**src/rtl/bcnt_mon_if.sv**
```systemverilog
// bcnt_mon_if: sample/event bundle between a counter source and the bcnt_mon monitor
// master drives in_vld/in_val/clr and reads the monitor results; slave is the monitor side.
interface bcnt_mon_if #(parameter int CNT_W = 8);
    logic             in_vld;
    logic [3:0]       in_val;
    logic             clr;
    logic             locked;
    logic             dir;
    logic             err_pulse;
    logic             wrap_pulse;
    logic [CNT_W-1:0] err_cnt;
    logic [CNT_W-1:0] wrap_cnt;
    modport master (
        output in_vld, in_val, clr,
        input  locked, dir, err_pulse, wrap_pulse, err_cnt, wrap_cnt
    );
    modport slave (
        input  in_vld, in_val, clr,
        output locked, dir, err_pulse, wrap_pulse, err_cnt, wrap_cnt
    );
endinterface

```
**src/rtl/bcnt_mon.sv**
```systemverilog
// bcnt_mon: locks onto the direction of a 4-bit up/down counter and flags step errors and wraps
// clk, rst        : clock, synchronous active-high reset
// bus.in_vld/val  : qualified sample of the observed counter
// bus.clr         : synchronous clear of err_cnt/wrap_cnt
// bus.locked/dir  : tracking status and direction (0 up, 1 down), registered
// bus.err_pulse/wrap_pulse, err_cnt/wrap_cnt : event flags and saturating counters, registered
module bcnt_mon #(
    parameter int LOCK_N = 2,
    parameter int CNT_W  = 8
) (
    input logic       clk,
    input logic       rst,
    bcnt_mon_if.slave bus
);
    typedef enum logic [1:0] {IDLE, SYNC, LOCK} state_t;
    localparam logic [2:0] LOCK_M = 3'(LOCK_N);
    state_t           state, state_n;
    logic [3:0]       prev, prev_n;
    logic [2:0]       match, match_n;
    logic             cand, cand_n;
    logic             locked_n, dir_n, err_n, wrap_n;
    logic [CNT_W-1:0] err_cnt_n, wrap_cnt_n;
    logic             step_up, step_dn, hit, is_wrap;
    assign step_up = bus.in_val == prev + 4'd1;
    assign step_dn = bus.in_val == prev - 4'd1;
    assign hit     = bus.dir ? step_dn : step_up;
    assign is_wrap = bus.dir ? prev == 4'd0 : prev == 4'd15;
    always_ff @(posedge clk) begin
        if (rst) begin
            state          <= IDLE;
            prev           <= '0;
            match          <= '0;
            cand           <= 1'b0;
            bus.locked     <= 1'b0;
            bus.dir        <= 1'b0;
            bus.err_pulse  <= 1'b0;
            bus.wrap_pulse <= 1'b0;
            bus.err_cnt    <= '0;
            bus.wrap_cnt   <= '0;
        end else begin
            state          <= state_n;
            prev           <= prev_n;
            match          <= match_n;
            cand           <= cand_n;
            bus.locked     <= locked_n;
            bus.dir        <= dir_n;
            bus.err_pulse  <= err_n;
            bus.wrap_pulse <= wrap_n;
            bus.err_cnt    <= err_cnt_n;
            bus.wrap_cnt   <= wrap_cnt_n;
        end
    end
    always_comb begin
        state_n = state;
        prev_n  = prev;
        match_n = match;
        cand_n  = cand;
        if (bus.in_vld) begin
            prev_n = bus.in_val;
            if (state == IDLE) begin
                match_n = '0;
                state_n = SYNC;
            end else if (state == SYNC) begin
                cand_n  = step_up ? 1'b0 : step_dn ? 1'b1 : cand;
                // a step only extends the run if it continues the same direction
                match_n = !(step_up || step_dn) ? 3'd0 :
                          (match != 3'd0 && cand == cand_n) ? match + 3'd1 : 3'd1;
                if (match_n == LOCK_M) state_n = LOCK;
            end else if (!hit) begin
                match_n = '0;
                state_n = SYNC;
            end
        end
    end
    always_comb begin
        locked_n   = bus.locked;
        dir_n      = bus.dir;
        err_n      = 1'b0;
        wrap_n     = 1'b0;
        err_cnt_n  = bus.err_cnt;
        wrap_cnt_n = bus.wrap_cnt;
        if (bus.in_vld && state == SYNC && state_n == LOCK) begin
            locked_n = 1'b1;
            dir_n    = cand_n;
        end
        if (bus.in_vld && state == LOCK) begin
            err_n    = !hit;
            wrap_n   = hit && is_wrap;
            locked_n = hit;
        end
        if (err_n && bus.err_cnt != '1) err_cnt_n = bus.err_cnt + 1'b1;
        if (wrap_n && bus.wrap_cnt != '1) wrap_cnt_n = bus.wrap_cnt + 1'b1;
        if (bus.clr) begin
            err_cnt_n  = '0;
            wrap_cnt_n = '0;
        end
    end
endmodule

```
**src/flat_wrapper.sv**
```systemverilog
// flat-port wrapper written by rule: the top's interface ports become plain ports
module bcnt_mon_flat 
#(
    parameter int LOCK_N = 2,
    parameter int CNT_W  = 8
)
  (clk, rst, bus_in_vld, bus_in_val, bus_clr, bus_locked, bus_dir, bus_err_pulse, bus_wrap_pulse, bus_err_cnt, bus_wrap_cnt);
  bcnt_mon_if #(.CNT_W(CNT_W)) bus_i ();
  input logic clk;
  input logic rst;
  input wire logic [$bits(bus_i.in_vld)-1:0] bus_in_vld;
  input wire logic [$bits(bus_i.in_val)-1:0] bus_in_val;
  input wire logic [$bits(bus_i.clr)-1:0] bus_clr;
  output wire logic [$bits(bus_i.locked)-1:0] bus_locked;
  output wire logic [$bits(bus_i.dir)-1:0] bus_dir;
  output wire logic [$bits(bus_i.err_pulse)-1:0] bus_err_pulse;
  output wire logic [$bits(bus_i.wrap_pulse)-1:0] bus_wrap_pulse;
  output wire logic [$bits(bus_i.err_cnt)-1:0] bus_err_cnt;
  output wire logic [$bits(bus_i.wrap_cnt)-1:0] bus_wrap_cnt;
  assign bus_i.in_vld = bus_in_vld;
  assign bus_i.in_val = bus_in_val;
  assign bus_i.clr = bus_clr;
  assign bus_locked = bus_i.locked;
  assign bus_dir = bus_i.dir;
  assign bus_err_pulse = bus_i.err_pulse;
  assign bus_wrap_pulse = bus_i.wrap_pulse;
  assign bus_err_cnt = bus_i.err_cnt;
  assign bus_wrap_cnt = bus_i.wrap_cnt;
  bcnt_mon #(.LOCK_N(LOCK_N), .CNT_W(CNT_W)) u_core (.clk(clk), .rst(rst), .bus(bus_i));
endmodule
```
**config.mk**
```make
export PLATFORM = sky130hd
export DESIGN_NAME = bcnt_mon_flat
export DESIGN_NICKNAME = d
export VERILOG_FILES = /design/src/rtl/bcnt_mon_if.sv /design/src/rtl/bcnt_mon.sv /design/src/flat_wrapper.sv
export SDC_FILE = /design/constraint.sdc
export NUM_CORES = 1
export LEC_CHECK = 0
export BUFFER_PORTS_ARGS = -buffer_cell sky130_fd_sc_hd__clkbuf_2
export CAP_MARGIN = 15
export CORE_UTILIZATION = 30
export DETAILED_ROUTE_END_ITERATION = 10
export PLACE_DENSITY_LB_ADDON = 0.12
export SLEW_MARGIN = 15
export SYNTH_ARGS = -nofsm -noshare
export SYNTH_HDL_FRONTEND = slang
export SYNTH_SLANG_ARGS = --single-unit
```
**constraint.sdc**
```tcl
create_clock -name clk -period 3.3 [get_ports clk]
set_clock_uncertainty 0.2 [all_clocks]
set_input_delay 0.825 -clock clk [delete_from_list [all_inputs] [get_ports clk]]
set_output_delay 0.825 -clock clk [all_outputs]
set_load 0.03 [all_outputs]
```
Yosys cells after proc, flatten, opt, wreduce, memory -nomap -nowiden:

Index checks and enable logic that the tools add are counted.
Widths: inputs -> output; s select.

* bits in read-only memories: 0
* memories: 0
* RAM bits: 0
* bits of input ports: 8
* bits in latches: 0
* output and inout port bits: 20
* register bits: 30

* multiplexer cells: 21
* magnitude comparators: 0
* reductions and logical operators: 15
* multipliers: 0
* equality and inequality tests: 11
* bitwise gates (word level): 0
* div/mod/pow operators: 0
* $add $sub $neg: 5
* shift operators: 0

Operators by type and width (number)
* $add 8x1->8 const B: 2
* $ne 8x8->1 const B: 2
* $mux 3: 5
* $mux 1: 11
* $mux 2: 5
* $eq 4x4->1: 2
* $logic_and 1x1->1: 7
* $add 4x1->4 const B: 1
* $eq 2x2->1 const B: 2
* $eq 4x4->1 const B: 1
* $logic_not 4->1: 1
* $sub 4x1->4 const B: 1
* $add 3x1->3 const B: 1
* $eq 3x2->1 const B: 1
* $ne 3x3->1 const B: 1
* $reduce_bool 3->1: 1
* $eq 2x1->1 const B: 1
* $logic_not 2->1: 1
* $reduce_and 2->1: 1
* $reduce_bool 2->1: 1
* $reduce_or 2->1: 1
* $eq 1x1->1: 1
* $logic_not 1->1: 1
* $logic_or 1x1->1: 1

Longest topological paths before layout:

Gate-level depths: netlist of the first run.

* word-level depth: 17
* mapped depth: 9

Worst setup path after synthesis of the first run:

OpenSTA, ideal clock, no wires.

* kind: input to register
* start point: in bus_in_val[2]
* end point: reg u_core.bus.wrap_cnt[4]
* path buffers: 1
* data arrival time: 2.325 ns
* required time: 3.030 ns
* slack: 0.704 ns
* stages: 7
* cell sequence: xor3_1 nor3_1 and3_4 o21ai_2 buf_6 or3_1 a21oi_1

* cells in the longest elaborated chain, start to end: 5
* elaborated cells between the ends (all ways): 6

RTL lines
* start: declaration: RTL line flat_wrapper.sv:12 `input wire logic [$bits(bus_i.in_val)-1:0] bus_in_val;`
* $eq 4x4->1, on equally long branches: RTL line bcnt_mon.sv:24, bcnt_mon.sv:25
* $mux 1 (*): RTL line bcnt_mon.sv:26 `assign hit = bus.dir ? step_dn : step_up;`
* $logic_and 1x1->1 (*): RTL line bcnt_mon.sv:88 `wrap_n = hit && is_wrap;`
* $mux 1 (*): RTL line bcnt_mon.sv:86 `if (bus.in_vld && state == LOCK) begin`
* $logic_and 1x1->1 (*): RTL line bcnt_mon.sv:92 `if (wrap_n && bus.wrap_cnt != '1) wrap_cnt_n = bus.wrap_cnt + 1'b1;`
* end signal: assignment: RTL line bcnt_mon.sv:50 `bus.wrap_cnt <= wrap_cnt_n;`
* end: declaration: RTL line bcnt_mon_if.sv:19 `output locked, dir, err_pulse, wrap_pulse, err_cnt, wrap_cnt`

Every way passes the cells marked *; elsewhere a longest branch is shown, timed or not.
A chain may end at the register's enable or synchronous reset.

Worst setup path in the final report of the first run:

* start point: reg u_core.prev[0]
* end point: reg u_core.bus.err_cnt[4]

* cells in the longest elaborated chain, start to end: 6
* elaborated cells between the ends (all ways): 8

RTL lines
* start: declaration: RTL line bcnt_mon.sv:18 `logic [3:0] prev, prev_n;`
* start signal: assignment: RTL line bcnt_mon.sv:42 `prev <= prev_n;`
* $add 4x1->4 or $sub 4x1->4 (tied branches): RTL line bcnt_mon.sv:24, bcnt_mon.sv:25
* $eq 4x4->1, on equally long branches: RTL line bcnt_mon.sv:24, bcnt_mon.sv:25
* $mux 1 (*): RTL line bcnt_mon.sv:26
* $logic_not 1->1 (*)
* $mux 1 (*): RTL line bcnt_mon.sv:86
* $logic_and 1x1->1 (*): RTL line bcnt_mon.sv:91 `if (err_n && bus.err_cnt != '1) err_cnt_n = bus.err_cnt + 1'b1;`
* end signal: assignment: RTL line bcnt_mon.sv:49 `bus.err_cnt <= err_cnt_n;`
* end: declaration: RTL line bcnt_mon_if.sv:19

Marks and branches as above.

==> results of run 1 <==
-- cell usage in the layout (no fill, tap or decap), drive strengths merged, types with 3 or more instances in the layout --
cell,count
mux2i,5
xnor2,3
or3,4
ha,7
nor2,14
or4,3
a211oi,3
xor2,3
nand3b,3
dfxtp,30
nand2,11
a21oi,14
nor4,3
nand4b,3
buf,3
nand4,6
and2,3
clkbuf,34
nor3,10
nand3,13
o31ai,4
nor3b,3
inv,7
o21ai,6
-- critical path: stages, from the launching register on --
cell	delay (ps)
dfxtp_1	450
inv_1	90
ha_1	310
xnor2_1	140
nor3b_2	190
and3b_4	200
or2_1	360
or4_1	550
a21oi_1	170
-- per-stage QoR --
stage / setup slack [ps] / hold slack [ps]
6_report: 571.6 / 306.7
3_3_place_gp: 344.4 / 294.0
4_1_cts: 545.7 / 306.9
2_1_floorplan: 704.5 / 267.7
3_5_place_dp: 295.3 / 290.2
5_1_grt: 305.1 / 333.4
-- flip-flops by register name (all words and copies together) (netlist names) --
signal,flops
u_core.bus.dir,1
u_core.bus.err_cnt,8
u_core.cand,1
u_core.bus.wrap_pulse,1
u_core.state,2
u_core.bus.err_pulse,1
u_core.bus.locked,1
u_core.match,3
u_core.bus.wrap_cnt,8
u_core.prev,4
-- layout make-up --
class / count / area share, %
clock buffer: 7 / 4.364
clock inverter: 1 / 0.2530
inverter: 7 / 1.328
multi-input combinational: 148 / 51.30
sequential: 30 / 30.36
tap: 70 / 4.428
timing repair buffer: 30 / 7.970
-- final timing paths --
check	start	end	slack [ps]	depth (start not counted)
min reg2reg	u_core.bus.wrap_cnt[5]	u_core.bus.wrap_cnt[5]	310	2
max reg2reg	u_core.prev[0]	u_core.bus.err_cnt[4]	570	8
max	u_core.prev[0]	u_core.bus.err_cnt[4]	570	8
min	u_core.bus.wrap_cnt[5]	u_core.bus.wrap_cnt[5]	310	2
-- routing by layer --
| metal | track usage (%) | vias to the layer above |
|---|---|---|
| met3 | 3.810 | 6 |
| met2 | 23.39 | 24 |
| met4 | 5.192 | 0 |
| li1 | - | 775 |
| met1 | 18.43 | 685 |
| met5 | 0 | - |
-- kinds of logic after synthesis --
group	after synthesis	share of synthesized area, %
compound gates	40	15.67
flops	30	35.82
buf+inv	14	3.656
mux	5	2.985
fa+ha+maj	7	5.224
xor+xnor	8	5.971
simple gates	88	30.67
-- power by group through the flow --
| stage | logic [W] | registers, W | clock network (W) |
|---|---|---|---|
| 2_1_floorplan | 0.0000559 | 0.000383 | 0 |
| 3_3_place_gp | 0.0000766 | 0.000383 | 0 |
| 3_5_place_dp | 0.0000772 | 0.000383 | 0 |
| 4_1_cts | 0.0000772 | 0.000375 | 0.000316 |
| 5_1_grt | 0.0000856 | 0.000376 | 0.000334 |
| 6_report | 0.0000759 | 0.000375 | 0.000304 |
==> results by group, run 1 <==
Outcome
  – Status: finished clean

Detailed routing
  – DR WL met3: 123 um
  – Drt pass-1 iters: 4
  – Number of remaining DRC errors: 0
  – DRT iter0 DRCs: 42
  – Met1 WL: 1984 um
  – Final WL: 3894 um
  – DRT antenna net count: 0
  – Via count: 1,490
  – DR top layer: met4
  – Via/cell ratio: 5.085
  – Metal2 WL: 1736 um
  – Routed len/inst: 13.29 um

STA
  – Fin crit share: 82.68%
  – Worst-Margin Slew: 503.8 ps
  – Final TNS setup: 0 ps
  – Hold Vio Cnt, Final: 0
  – # setup viols final: 0
  – Fmax: 366.5 MHz
  – Worst slew margin: 66.29%
  – Max-slew violation count: 0
  – Fin crit period: 2728 ps
  – RSZ-0062 raised after global routing: no

Clock network
  – CTS Root Cell: clkbuf_8
  – CTS tree: yes
  – Total setup buffers inserted after CTS: 0
  – Clock sink count: 30
  – Clock latency on the worst-skew pair: 280 ps
  – Cts bufs inserted: 5
  – Clock Pin Slew Worst Setup and Hold Paths: 60 ps
  – CTS Buffer Depth: 2
  – Gates resized, CTS repair: 0
  – H-tree levels: 2
  – Post-cts hold buffer count: 0

Flow run
  – Max-cap viol count: 0

Critical path
  – Crit Path Max Fanout: 12
  – Crit. End Element: flip-flop
  – Arrival time worst endpoint: 2730 ps
  – CP startpoint kind: flip-flop
  – Setup CP Type: reg -> reg
  – CP required: 3300 ps

Floorplanning
  – FP Rows: 26
  – Die area: 5891 um^2
  – Die H: 76.76 um
  – Initial Util: 32.01%
  – DIE WIDTH: 76.76 um
  – Core ar.: 5238 um^2
  – # IOs: 28

Power and ir drop
  – Leak pwr: 0.7745 nW
  – Logic gate share of total power: 10.1%
  – Clock group share of total power: 40.3%
  – Tot Pwr: 0.0007551 W
  – Switching power: 0.0001872 W
  – Internal power: 0.0005680 W
  – Switch share: 24.78%
  – PD cells: 381.7 nW/um^2
  – Sequential share of power: 49.7%
  – VDD IR-drop max: 0.1436 mV

Final layout
  – FF/Latch Area: 600.6 um^2
  – Antenna Cells: 0
  – Final instance area: 1978 um^2
  – Post-layout nets: 237
  – Final non-filler cell total: 293
  – Fill cells: 564
  – Area Growth Syn to Fin: 17.99%
  – Area occupied by multi-input gates: 1015 um^2
  – Layout cells sized above 1: 19.73%
  – Fin util: 37.77%

Synth
  – FF+latch count, synth: 30
  – Synth Net Count: 207
  – Most frequent cell after synthesis: dfxtp_1
  – Top_reg_cell synth: dfxtp_1
  – Post-synth EDFFs: 0
  – Register area share after synthesis: 35.82%
  – Syn_area_per_cell: 8.732 um^2
  – Top cells by area, synth: dfxtp_1, ha_1, a21oi_1
  – Library cells used by synthesis: 51
  – Cell types with the highest counts after synthesis: dfxtp_1, a21oi_1, nor2_1, nand3_1, nand2_1
  – Synth top area share: 35.82%
  – Post-synth top area cell: dfxtp_1
  – Mapped Cells: 192
  – Synth warn: 0
  – Async S/R FF share, synth: 0%
  – Syn Std Cell Area: 1677 um^2

Placed design
  – Cells after DPL: 285
  – Placement Cell Area: 1887 um^2
  – Post-DP HPWL: 2897 um
  – Port Buffers: 27
  – GP Congestion: 0.7386

GRT
  – Largest net degree at the start of global routing: 18
  – Initial antenna violation count: 0
  – Global router's overall resource usage: 14.49%
  – First-pass GRT wire length: 6879 um
  – Vias in the first global route: 1,415
  – Total grt overflow: 0

Min path
  – Hold WC Path Type: reg -> reg
Note: power is estimated with default switching activity, not from simulation.
==> inputs of run 2 (changes only) <==
==> constraint.sdc (replaced) <==
create_clock -name clk -period 2.8 [get_ports clk]
set_clock_uncertainty 0.2 [all_clocks]
set_input_delay 0.7 -clock clk [delete_from_list [all_inputs] [get_ports clk]]
set_output_delay 0.7 -clock clk [all_outputs]
set_load 0.03 [all_outputs]
==> run 2 against run 1 <==
Net effect: worst setup slack got worse by 360 ps; final cell count increased by 1.7%; largest power group unchanged; non-clock buffer count increased by 5; die area unchanged; largest cell class unchanged; clock power increased by 24%; sequential share of layout area decreased by 0.62 points; sequential power increased by 18%; utilization increased by 0.79 points; critical path type unchanged; flip-flop and latch count unchanged; combinational power increased by 34%; via count increased by 2.8%.
==> results by group, run 2 (synthesis results as in run 1) <==
Critical path
  – CP required: 2820 ps
  – CP startpoint kind: flip-flop
  – Crit Path Max Fanout: 12
  – Crit. End Element: flip-flop
  – Arrival time worst endpoint: 2610 ps
  – Setup CP Type: reg -> reg

Placed design
  – GP Congestion: 0.7822
  – Worst slack at placement: 40.64 ps
  – Port Buffers: 27
  – Post-DP HPWL: 2880 um

Clock network
  – CTS Root Cell: clkbuf_8
  – Cts bufs inserted: 5
  – Post-cts hold buffer count: 0
  – Clock latency on the worst-skew pair: 290 ps
  – Clock sink count: 30
  – CTS Buffer Depth: 2
  – H-tree levels: 2
  – Total setup buffers inserted after CTS: 0
  – Gates resized, CTS repair: 0
  – Clock Pin Slew Worst Setup and Hold Paths: 70 ps
  – CTS tree: yes

Detailed routing
  – DRT iter0 DRCs: 78
  – Routed len/inst: 13.38 um
  – Number of remaining DRC errors: 0
  – DRT antenna net count: 0
  – Via count: 1,531
  – Drt pass-1 iters: 4
  – Final WL: 3987 um
  – Via/cell ratio: 5.138

Floorplanning
  – DIE WIDTH: 76.76 um
  – FP Rows: 26
  – # IOs: 28
  – Initial Util: 32.01%
  – Die area: 5891 um^2
  – Die H: 76.76 um
  – Core ar.: 5238 um^2

STA
  – Fin crit share: 92.36%
  – Hold Vio Cnt, Final: 0
  – Final TNS setup: 0 ps
  – Max-slew violation count: 0
  – RSZ-0062 raised after global routing: no
  – Worst slew margin: 68.87%
  – # setup viols final: 0
  – Hold slack: 298.5 ps
  – Setup ws final: 213.8 ps
  – Worst-Margin Slew: 465.2 ps
  – Fmax: 386.7 MHz
  – Fin crit period: 2586 ps

GRT
  – Vias in the first global route: 1,321
  – First-pass GRT wire length: 6417 um
  – Total grt overflow: 0
  – Initial antenna violation count: 0
  – Largest net degree at the start of global routing: 18
  – Global router's overall resource usage: 14.06%

Min path
  – Hold WC Path Type: reg -> reg

Final layout
  – Commonest non-fill, non-tap cells in the layout: dfxtp_1, clkbuf_2, nor2_1, a21oi_1, nand3_1
  – Layout cells sized above 1: 21.93%
  – Commonest non-fill, non-tap cell in the layout: dfxtp_1
  – Antenna Cells: 0
  – Fin util: 38.56%
  – Area Growth Syn to Fin: 20.45%
  – Post-layout nets: 242
  – Largest regs: u_core.bus.err_cnt x8, u_core.bus.wrap_cnt x8, u_core.prev x4

Power and ir drop
  – PD cells: 455.5 nW/um^2
  – Leak pwr: 0.7995 nW
  – Tot Pwr: 0.0009199 W
  – VDD IR-drop max: 0.2189 mV

Flow run
  – Max-cap viol count: 0

Outcome
  – Status: finished clean
-- run 2: cell count changes in the layout (fill, tap and decap cells not counted) --
cell and delta:
buf_4 +5, clkinvlp_4 +1, clkbuf_1 -1
-- run 2: power breakdown --
group          internal, W  switching (W)  leakage (nW)
Combinational    0.0000468      0.0000550         0.509
Sequential        0.000433     0.00000741         0.243
Clock             0.000197       0.000180        0.0472
Total             0.000677       0.000242         0.799
-- run 2: layout make-up --
| class | instances | area (um^2) |
|---|---|---|
| sequential | 30 | 600.6 |
| tap | 70 | 87.58 |
| clock buffer | 6 | 82.58 |
| clock inverter | 2 | 12.51 |
| timing repair buffer | 35 | 195.2 |
| fill | 558 | 3218 |
| inverter | 7 | 26.28 |
| multi-input combinational | 148 | 1015 |
-- run 2: stage by stage --
| stage | cells | cell area, um^2 |
|---|---|---|
| finish | 298 | 2019 |
| global route | 298 | 2019 |
| CTS | 298 | 2019 |
| detailed placement | 290 | 1924 |
| global placement | 290 | 1924 |
| floorplan | 192 | 1677 |
-- run 2: final timing paths --
kind,from,endpoint,slack [ps],cells past startpoint
max,u_core.prev[1],u_core.bus.err_cnt[7],210,8
min,u_core.match[1],u_core.match[1],300,1
max reg2reg,u_core.prev[1],u_core.bus.err_cnt[7],210,8
min reg2reg,u_core.match[1],u_core.match[1],300,1
-- run 2: layer usage --
metal / track usage [%] / routed length [um]
met1: 17.98 / 1990
met2: 21.88 / 1796
met3: 3.810 / 129
met4: 6.346 / 70
met5: 0 / 0
-- run 2: worst max-delay path: stages (launching register included) --
cell and delay (ps):
dfxtp_1 390, inv_1 80, ha_1 280, xnor2_1 140, nor3b_2 170, and3b_4 200
or2_1 360, or4b_1 560, a21oi_1 140
